$ cat config.mk
export PLATFORM = sky130hd
export DESIGN_NAME = ex_muldiv_unit
export DESIGN_NICKNAME = d
export VERILOG_FILES = /design/src/rtl/muldiv_pkg.sv /design/src/rtl/muldiv_datapath.sv /design/src/rtl/ex_muldiv_unit.sv
export SDC_FILE = /design/constraint.sdc
export NUM_CORES = 1
export LEC_CHECK = 0
export BUFFER_PORTS_ARGS = -buffer_cell sky130_fd_sc_hd__buf_2
export CAP_MARGIN = 20
export CORE_ASPECT_RATIO = 1.5
export CORE_UTILIZATION = 45
export DETAILED_ROUTE_END_ITERATION = 7
export GPL_ROUTABILITY_DRIVEN = 1
export PLACE_DENSITY = 0.66
export SLEW_MARGIN = 20
export SYNTH_ARGS = -nofsm -noshare
export SYNTH_HDL_FRONTEND = slang
export SYNTH_HIERARCHICAL = 1
export SYNTH_SLANG_ARGS = --single-unit
$ cat constraint.sdc
create_clock -name clock -period 11.3 [get_ports clock]
set_input_delay 2.26 -clock clock [delete_from_list [all_inputs] [get_ports clock]]
set_output_delay 2.26 -clock clock [all_outputs]
set_load 0.05 [all_outputs]
$ cat src/rtl/muldiv_pkg.sv
// Shared definitions for the EX-stage HI/LO multiply/divide unit:
// op codes, FSM state encoding and the default operand width.
package muldiv_pkg;

    localparam int MD_DATA_W = 32;

    localparam logic [2:0] MD_MULT  = 3'd0;
    localparam logic [2:0] MD_MULTU = 3'd1;
    localparam logic [2:0] MD_DIV   = 3'd2;
    localparam logic [2:0] MD_DIVU  = 3'd3;
    localparam logic [2:0] MD_MTHI  = 3'd4;
    localparam logic [2:0] MD_MTLO  = 3'd5;

    typedef enum logic [1:0] {
        ST_IDLE = 2'd0,
        ST_MUL  = 2'd1,
        ST_DIV  = 2'd2
    } md_state_t;

    function automatic logic op_is_signed(input logic [2:0] op);
        return (op == MD_MULT) || (op == MD_DIV);
    endfunction

    function automatic logic op_is_mul(input logic [2:0] op);
        return (op == MD_MULT) || (op == MD_MULTU);
    endfunction

    function automatic logic op_is_div(input logic [2:0] op);
        return (op == MD_DIV) || (op == MD_DIVU);
    endfunction

endpackage

$ cat src/rtl/muldiv_datapath.sv
// Radix-2 shift/add multiply and restoring divide on operand magnitudes,
// with sign fix-up and divide-by-zero override applied to the final step.
module muldiv_datapath
    import muldiv_pkg::*;
#(
    parameter int DATA_W = MD_DATA_W
) (
    input  logic              clock,
    input  logic              load,
    input  logic              load_div,
    input  logic              load_signed,
    input  logic              step,
    input  logic              is_div,
    input  logic [DATA_W-1:0] src_a,
    input  logic [DATA_W-1:0] src_b,
    output logic [DATA_W-1:0] res_hi,
    output logic [DATA_W-1:0] res_lo
);

    // acc: upper product half / partial remainder; mq: multiplier / dividend -> quotient
    logic [DATA_W-1:0] acc;
    logic [DATA_W-1:0] mq;
    logic [DATA_W-1:0] opb;
    logic [DATA_W-1:0] a_raw;
    logic              neg_q;
    logic              neg_r;
    logic              div_zero;

    logic [DATA_W:0]   mul_sum;
    logic [DATA_W-1:0] mul_acc;
    logic [DATA_W-1:0] mul_mq;
    logic [DATA_W:0]   div_shift;
    logic [DATA_W+1:0] div_diff;
    logic              div_take;
    logic [DATA_W-1:0] div_acc;
    logic [DATA_W-1:0] div_mq;
    logic [DATA_W-1:0] acc_next;
    logic [DATA_W-1:0] mq_next;
    logic [2*DATA_W-1:0] prod;

    function automatic logic [DATA_W-1:0] mag(input logic [DATA_W-1:0] v, input logic sgn);
        return (sgn && v[DATA_W-1]) ? (~v + DATA_W'(1)) : v;
    endfunction

    always_ff @(posedge clock) begin
        if (load) begin
            acc      <= '0;
            mq       <= mag(src_a, load_signed);
            opb      <= mag(src_b, load_signed);
            a_raw    <= src_a;
            neg_q    <= load_signed & (src_a[DATA_W-1] ^ src_b[DATA_W-1]);
            neg_r    <= load_signed & src_a[DATA_W-1];
            div_zero <= load_div & (src_b == '0);
        end else if (step) begin
            acc <= acc_next;
            mq  <= mq_next;
        end
    end

    always_comb begin
        mul_sum   = {1'b0, acc} + (mq[0] ? {1'b0, opb} : '0);
        mul_acc   = mul_sum[DATA_W:1];
        mul_mq    = {mul_sum[0], mq[DATA_W-1:1]};

        div_shift = {acc, mq[DATA_W-1]};
        div_diff  = {1'b0, div_shift} - {2'b00, opb};
        div_take  = ~div_diff[DATA_W+1];
        div_acc   = div_take ? div_diff[DATA_W-1:0] : div_shift[DATA_W-1:0];
        div_mq    = {mq[DATA_W-2:0], div_take};

        acc_next  = is_div ? div_acc : mul_acc;
        mq_next   = is_div ? div_mq  : mul_mq;
    end

    // Results reflect the step taken this cycle so the last edge can commit them directly
    always_comb begin
        prod = {acc_next, mq_next};
        if (!is_div) begin
            prod   = neg_q ? (~prod + (2*DATA_W)'(1)) : prod;
            res_hi = prod[2*DATA_W-1:DATA_W];
            res_lo = prod[DATA_W-1:0];
        end else if (div_zero) begin
            res_hi = a_raw;
            res_lo = '1;
        end else begin
            res_hi = neg_r ? (~acc_next + DATA_W'(1)) : acc_next;
            res_lo = neg_q ? (~mq_next + DATA_W'(1)) : mq_next;
        end
    end

endmodule

$ cat src/rtl/ex_muldiv_unit.sv
// EX-stage iterative HI/LO multiply/divide unit: FSM, iteration counter,
// architectural HI/LO registers and the pipeline stall request.
module ex_muldiv_unit
    import muldiv_pkg::*;
#(
    parameter int DATA_W = MD_DATA_W
) (
    input  logic              clock,
    input  logic              reset_n,
    input  logic              start,
    input  logic [2:0]        op,
    input  logic [DATA_W-1:0] src_a,
    input  logic [DATA_W-1:0] src_b,
    input  logic              abort,
    input  logic              hilo_read,
    output logic [DATA_W-1:0] hi,
    output logic [DATA_W-1:0] lo,
    output logic              busy,
    output logic              stall
);

    localparam int CNT_W = $clog2(DATA_W + 1);

    md_state_t         state;
    md_state_t         state_next;
    logic [CNT_W-1:0]  counter;
    logic              accept;
    logic              accept_mul;
    logic              accept_div;
    logic              last_step;
    logic [DATA_W-1:0] res_hi;
    logic [DATA_W-1:0] res_lo;

    assign busy       = (state != ST_IDLE);
    assign stall      = busy & (start | hilo_read);
    assign accept     = (state == ST_IDLE) & start & ~abort;
    assign accept_mul = accept & op_is_mul(op);
    assign accept_div = accept & op_is_div(op);
    assign last_step  = busy & ~abort & (counter == CNT_W'(1));

    always_ff @(posedge clock or negedge reset_n) begin
        if (!reset_n) begin
            state <= ST_IDLE;
        end else begin
            state <= state_next;
        end
    end

    always_comb begin
        state_next = state;
        case (state)
            ST_IDLE: begin
                if (accept_mul) begin
                    state_next = ST_MUL;
                end else if (accept_div) begin
                    state_next = ST_DIV;
                end
            end
            ST_MUL, ST_DIV: begin
                if (abort || last_step) begin
                    state_next = ST_IDLE;
                end
            end
            default: state_next = ST_IDLE;
        endcase
    end

    always_ff @(posedge clock or negedge reset_n) begin
        if (!reset_n) begin
            counter <= '0;
        end else if (accept_mul || accept_div) begin
            counter <= CNT_W'(DATA_W);
        end else if (busy) begin
            counter <= abort ? '0 : (counter - CNT_W'(1));
        end
    end

    // HI/LO move only on completion or an accepted MTHI/MTLO
    always_ff @(posedge clock or negedge reset_n) begin
        if (!reset_n) begin
            hi <= '0;
            lo <= '0;
        end else if (last_step) begin
            hi <= res_hi;
            lo <= res_lo;
        end else if (accept && (op == MD_MTHI)) begin
            hi <= src_a;
        end else if (accept && (op == MD_MTLO)) begin
            lo <= src_a;
        end
    end

    muldiv_datapath #(
        .DATA_W (DATA_W)
    ) u_datapath (
        .clock       (clock),
        .load        (accept_mul | accept_div),
        .load_div    (accept_div),
        .load_signed (op_is_signed(op)),
        .step        (busy),
        .is_div      (state == ST_DIV),
        .src_a       (src_a),
        .src_b       (src_b),
        .res_hi      (res_hi),
        .res_lo      (res_lo)
    );

endmodule
==> results.toml <==
[sta]
hold_viol_final = 0
worst_pin_slew_ns = 0.983
period_share_pct = 52.8
rsz0062_at_grt = "false"
min_period_ns = 5.97
setup_viol = 0
fin_tns_setup_ns = 0
relSlewSlack_pct = 34.5
worst_clock_skew_ns = 0.0225
slew_violations = 0
fmax_mhz = 168

[drt]
wl_um = 68100
drt_iter0_markers = 1777
route.detailed.drc = 3
via_count = 18100
viasPerCell = 6.55
routedWlPerCell_um = 24.6
drt_first_pass_iters = 8
antenna_left = 0

[yosys]
synth-seq-cells = 203
syn-num-nets = 2364
synth_edf_count = 99
synthCells = 2218
syn_area_per_cell_um2 = 8.18
syn-cell-area_mm2 = 0.0181
synth_mux_area_share_pct = 5.57
synth-simple-area-share_pct = 21.9
synth_xor_area_share_pct = 8.26
yosys_warnings = 6
async_reset_ff_share_pct = 35.5
synth_compound_area_share_pct = 24.0
synth_top_family_by_area = "compound AO/OA/AOI/OAI gates"
synth_cell_types = 111
synth-adder-area-share_pct = 5.19
ys_seq_area_share_pct = 29.9
synth_flop_cell = "edfxtp_1"

[grt]
first_global_vias = 17400
antenna_found_initial = 1
grt_max_degree = 152
grt_use_total_pct = 32.6
grt_pass1_wl_um = 104000
grt_overflow = 0

[place]
numPortBuffers = 137
place_hpwl_um = 50200
gp_congestion = 1.01
placed_cell_area_mm2 = 0.0190

[clock_tree]
cts_tree = "built"
cts.sinks = 203
cts_hold_buffers = 0
clkSlewWorstSetupHoldPaths_ns = 0.07
cts_root_buffer = "clkbuf_16"
h-tree-depth = 1
clockBufferDepth = 3
cts_resized = 0
cts_buffers = 25
cts_setup_buffers = 0
clkLatencyLatePin_ns = 0.57

[power]
finalPower_mw = 6.91
pwr-share-comb_pct = 67.9
p_sw_mw = 3.77
irDropWorstVdd_v = 0.000314
p_seq_share_pct = 19.3
p_int_mw = 3.13
power_density_mw_per_mm2 = 347
power.share.clock_pct = 12.8
power_leakage_nw = 7.61
p_sw_share_pct = 54.6

[critical_path]
crit_top_cell = "ha_1"
slowest_delay_ns = 0.69
crit_path_max_fanout = 15
worst_path_dominant_cell_family = "compound AO/OA/AOI/OAI gates"
start_kind = "register"
endpoint_kind = "register"
critPathBufInv = 1
cp.required_ns = 11.73
crit_arrival_ns = 6.40
critPathKind = "register to register"
cpMaxStageDelayCell = "a211oi_1"
crit_chain = "inv_1 > ha_1 > a21o_1 > a211oi_1 > o21a_1 > a31o_2 > ha_1 > nand3_1 > or3_1 > nand2b_1 > or2_1 > o21ai_0 > mux2i_1 > a22o_1 > nand4b_1 > nor3_1 > a31oi_1"

[finish]
fin_area_mm2 = 0.0199
register_area_mm2 = 0.00542
area_growth_pct = 9.64
layout_common_cells = "nand2_1, nor2_1, o21ai_0"
drive_gt1_share_pct = 12.6
nFillCells = 3793
antennaDiodeCount = 0
multiInputGateArea_mm2 = 0.0118
layout.nets = 2397
final_util_pct = 50.3

[floorplan]
initial_core_util_pct = 45.9
core_mm2 = 0.0395
ios = 138
die_h_um = 248
floorplan.rows = 89
dieArea_mm2 = 0.0411
die_w_um = 166

[worst_hold_path]
hold_class = "register to register"

[run]
maxCapViolCount = 0

[outcome]
violations = "design-rule violations"
status = "finished with violations"
## state kept, by name, indices dropped and copies added, names as in the netlist
name / count
counter: 6
hi: 32
lo: 32
state: 2
u_datapath/a_raw: 32
u_datapath/acc: 32
u_datapath/div_zero: 1
u_datapath/mq: 32
u_datapath/neg_q: 1
u_datapath/neg_r: 1
u_datapath/opb: 32
## power by group through the flow
stage / combinational, mW / clock [mW] / sequential (mW)
finish: 4.69 / 0.887 / 1.33
global route: 5.03 / 0.924 / 1.36
CTS: 4.59 / 0.897 / 1.32
detailed placement: 4.55 / 0 / 1.33
global placement: 4.55 / 0 / 1.33
floorplan: 3.00 / 0 / 1.63
## worst register-to-register path: cells and delay by family (launching register included)
kind                       cells  cell delay, ns
muxes                          1            0.15
AOI/OAI and AO/OA              7            2.88
DFF                            1            0.38
and+or+nand+nor                6            1.76
buffers and inverters          1            0.06
adders and majority gates      2            0.59
## cell families (layout without fill, tap and decap cells)
group	Yosys count	count (layout)
simple gates	783	783
compound gates	666	666
buf+inv	222	273
flops	203	203
xor+xnor	171	171
mux	99	99
fa+ha+maj	74	74
## per-stage QoR
step	std cells	hold slack, ns	worst slack (ns)
finish	2769	0.539	5.33
global route	2769	0.562	5.13
CTS	2767	0.543	5.48
detailed placement	2722	0.533	5.52
global placement	2722	0.519	5.59
floorplan	2218	0.492	0.789
## layer usage
| metal | GRT usage, % | share of wire, % | routed length (um) | vias up |
|---|---|---|---|---|
| li1 | - | - | - | 8318 |
| met1 | 39.9 | 40 | 26900 | 8708 |
| met2 | 56.8 | 48 | 32800 | 935 |
| met3 | 3.65 | 7.0 | 4750 | 175 |
| met4 | 16.5 | 5.3 | 3630 | 2 |
| met5 | 0 | 0.026 | 18 | - |
## cell usage after synthesis (9+ instances only)
| master | count | share of area (%) |
|---|---|---|
| a211oi_1 | 19 | 0.79 |
| a21o_1 | 18 | 0.75 |
| a21oi_1 | 149 | 4.1 |
| a22oi_1 | 9 | 0.37 |
| a31oi_1 | 90 | 3.1 |
| and2_1 | 50 | 1.7 |
| and3_1 | 13 | 0.45 |
| buf_1 | 11 | 0.23 |
| buf_2 | 30 | 0.83 |
| buf_6 | 9 | 0.56 |
| clkbuf_1 | 104 | 2.2 |
| dfrtp_1 | 72 | 9.9 |
| dfxtp_1 | 32 | 3.5 |
| edfxtp_1 | 99 | 16 |
| ha_1 | 72 | 5.0 |
| inv_1 | 64 | 1.3 |
| mux2_2 | 16 | 0.99 |
| mux2i_1 | 83 | 4.6 |
| nand2_1 | 176 | 3.6 |
| nand2b_1 | 19 | 0.66 |
| nand3_1 | 63 | 1.7 |
| nand4_1 | 56 | 1.9 |
| nor2_1 | 177 | 3.7 |
| nor3_1 | 116 | 3.2 |
| nor3b_1 | 9 | 0.37 |
| nor4_1 | 14 | 0.48 |
| o211ai_1 | 29 | 1.2 |
| o21a_1 | 17 | 0.70 |
| o21ai_0 | 159 | 4.4 |
| o21ai_1 | 21 | 0.58 |
| o221ai_1 | 10 | 0.48 |
| o31ai_1 | 30 | 1.2 |
| or2_2 | 11 | 0.38 |
| or3_1 | 14 | 0.48 |
| or4_1 | 13 | 0.54 |
| xnor2_1 | 79 | 3.8 |
| xor2_1 | 92 | 4.4 |
## path summary, 6_finish.rpt
check | start | endpoint | slack [ns] | cells after the start
max | u_datapath/opb[30] | hi[26] | 5.33 | 17
min | counter[2] | counter[2] | 0.54 | 1
max reg2reg | u_datapath/opb[30] | hi[26] | 5.33 | 17
min reg2reg | counter[2] | counter[2] | 0.54 | 1
max in group asynchronous | reset_n | lo[8] | 9.01 | 3
min in group asynchronous | reset_n | counter[4] | 1.66 | 2
## area by class of cell
| type | count | area share, % |
|---|---|---|
| well taps | 500 | 3.15 |
| clock buffers | 27 | 3.23 |
| flip-flops and latches | 203 | 27.2 |
| repair buffers | 161 | 4.54 |
| inverters | 67 | 1.26 |
| clock inverters | 18 | 1.18 |
| multi-input cells | 1793 | 59.4 |
No activity file was read; power rests on OpenSTA's default activity.
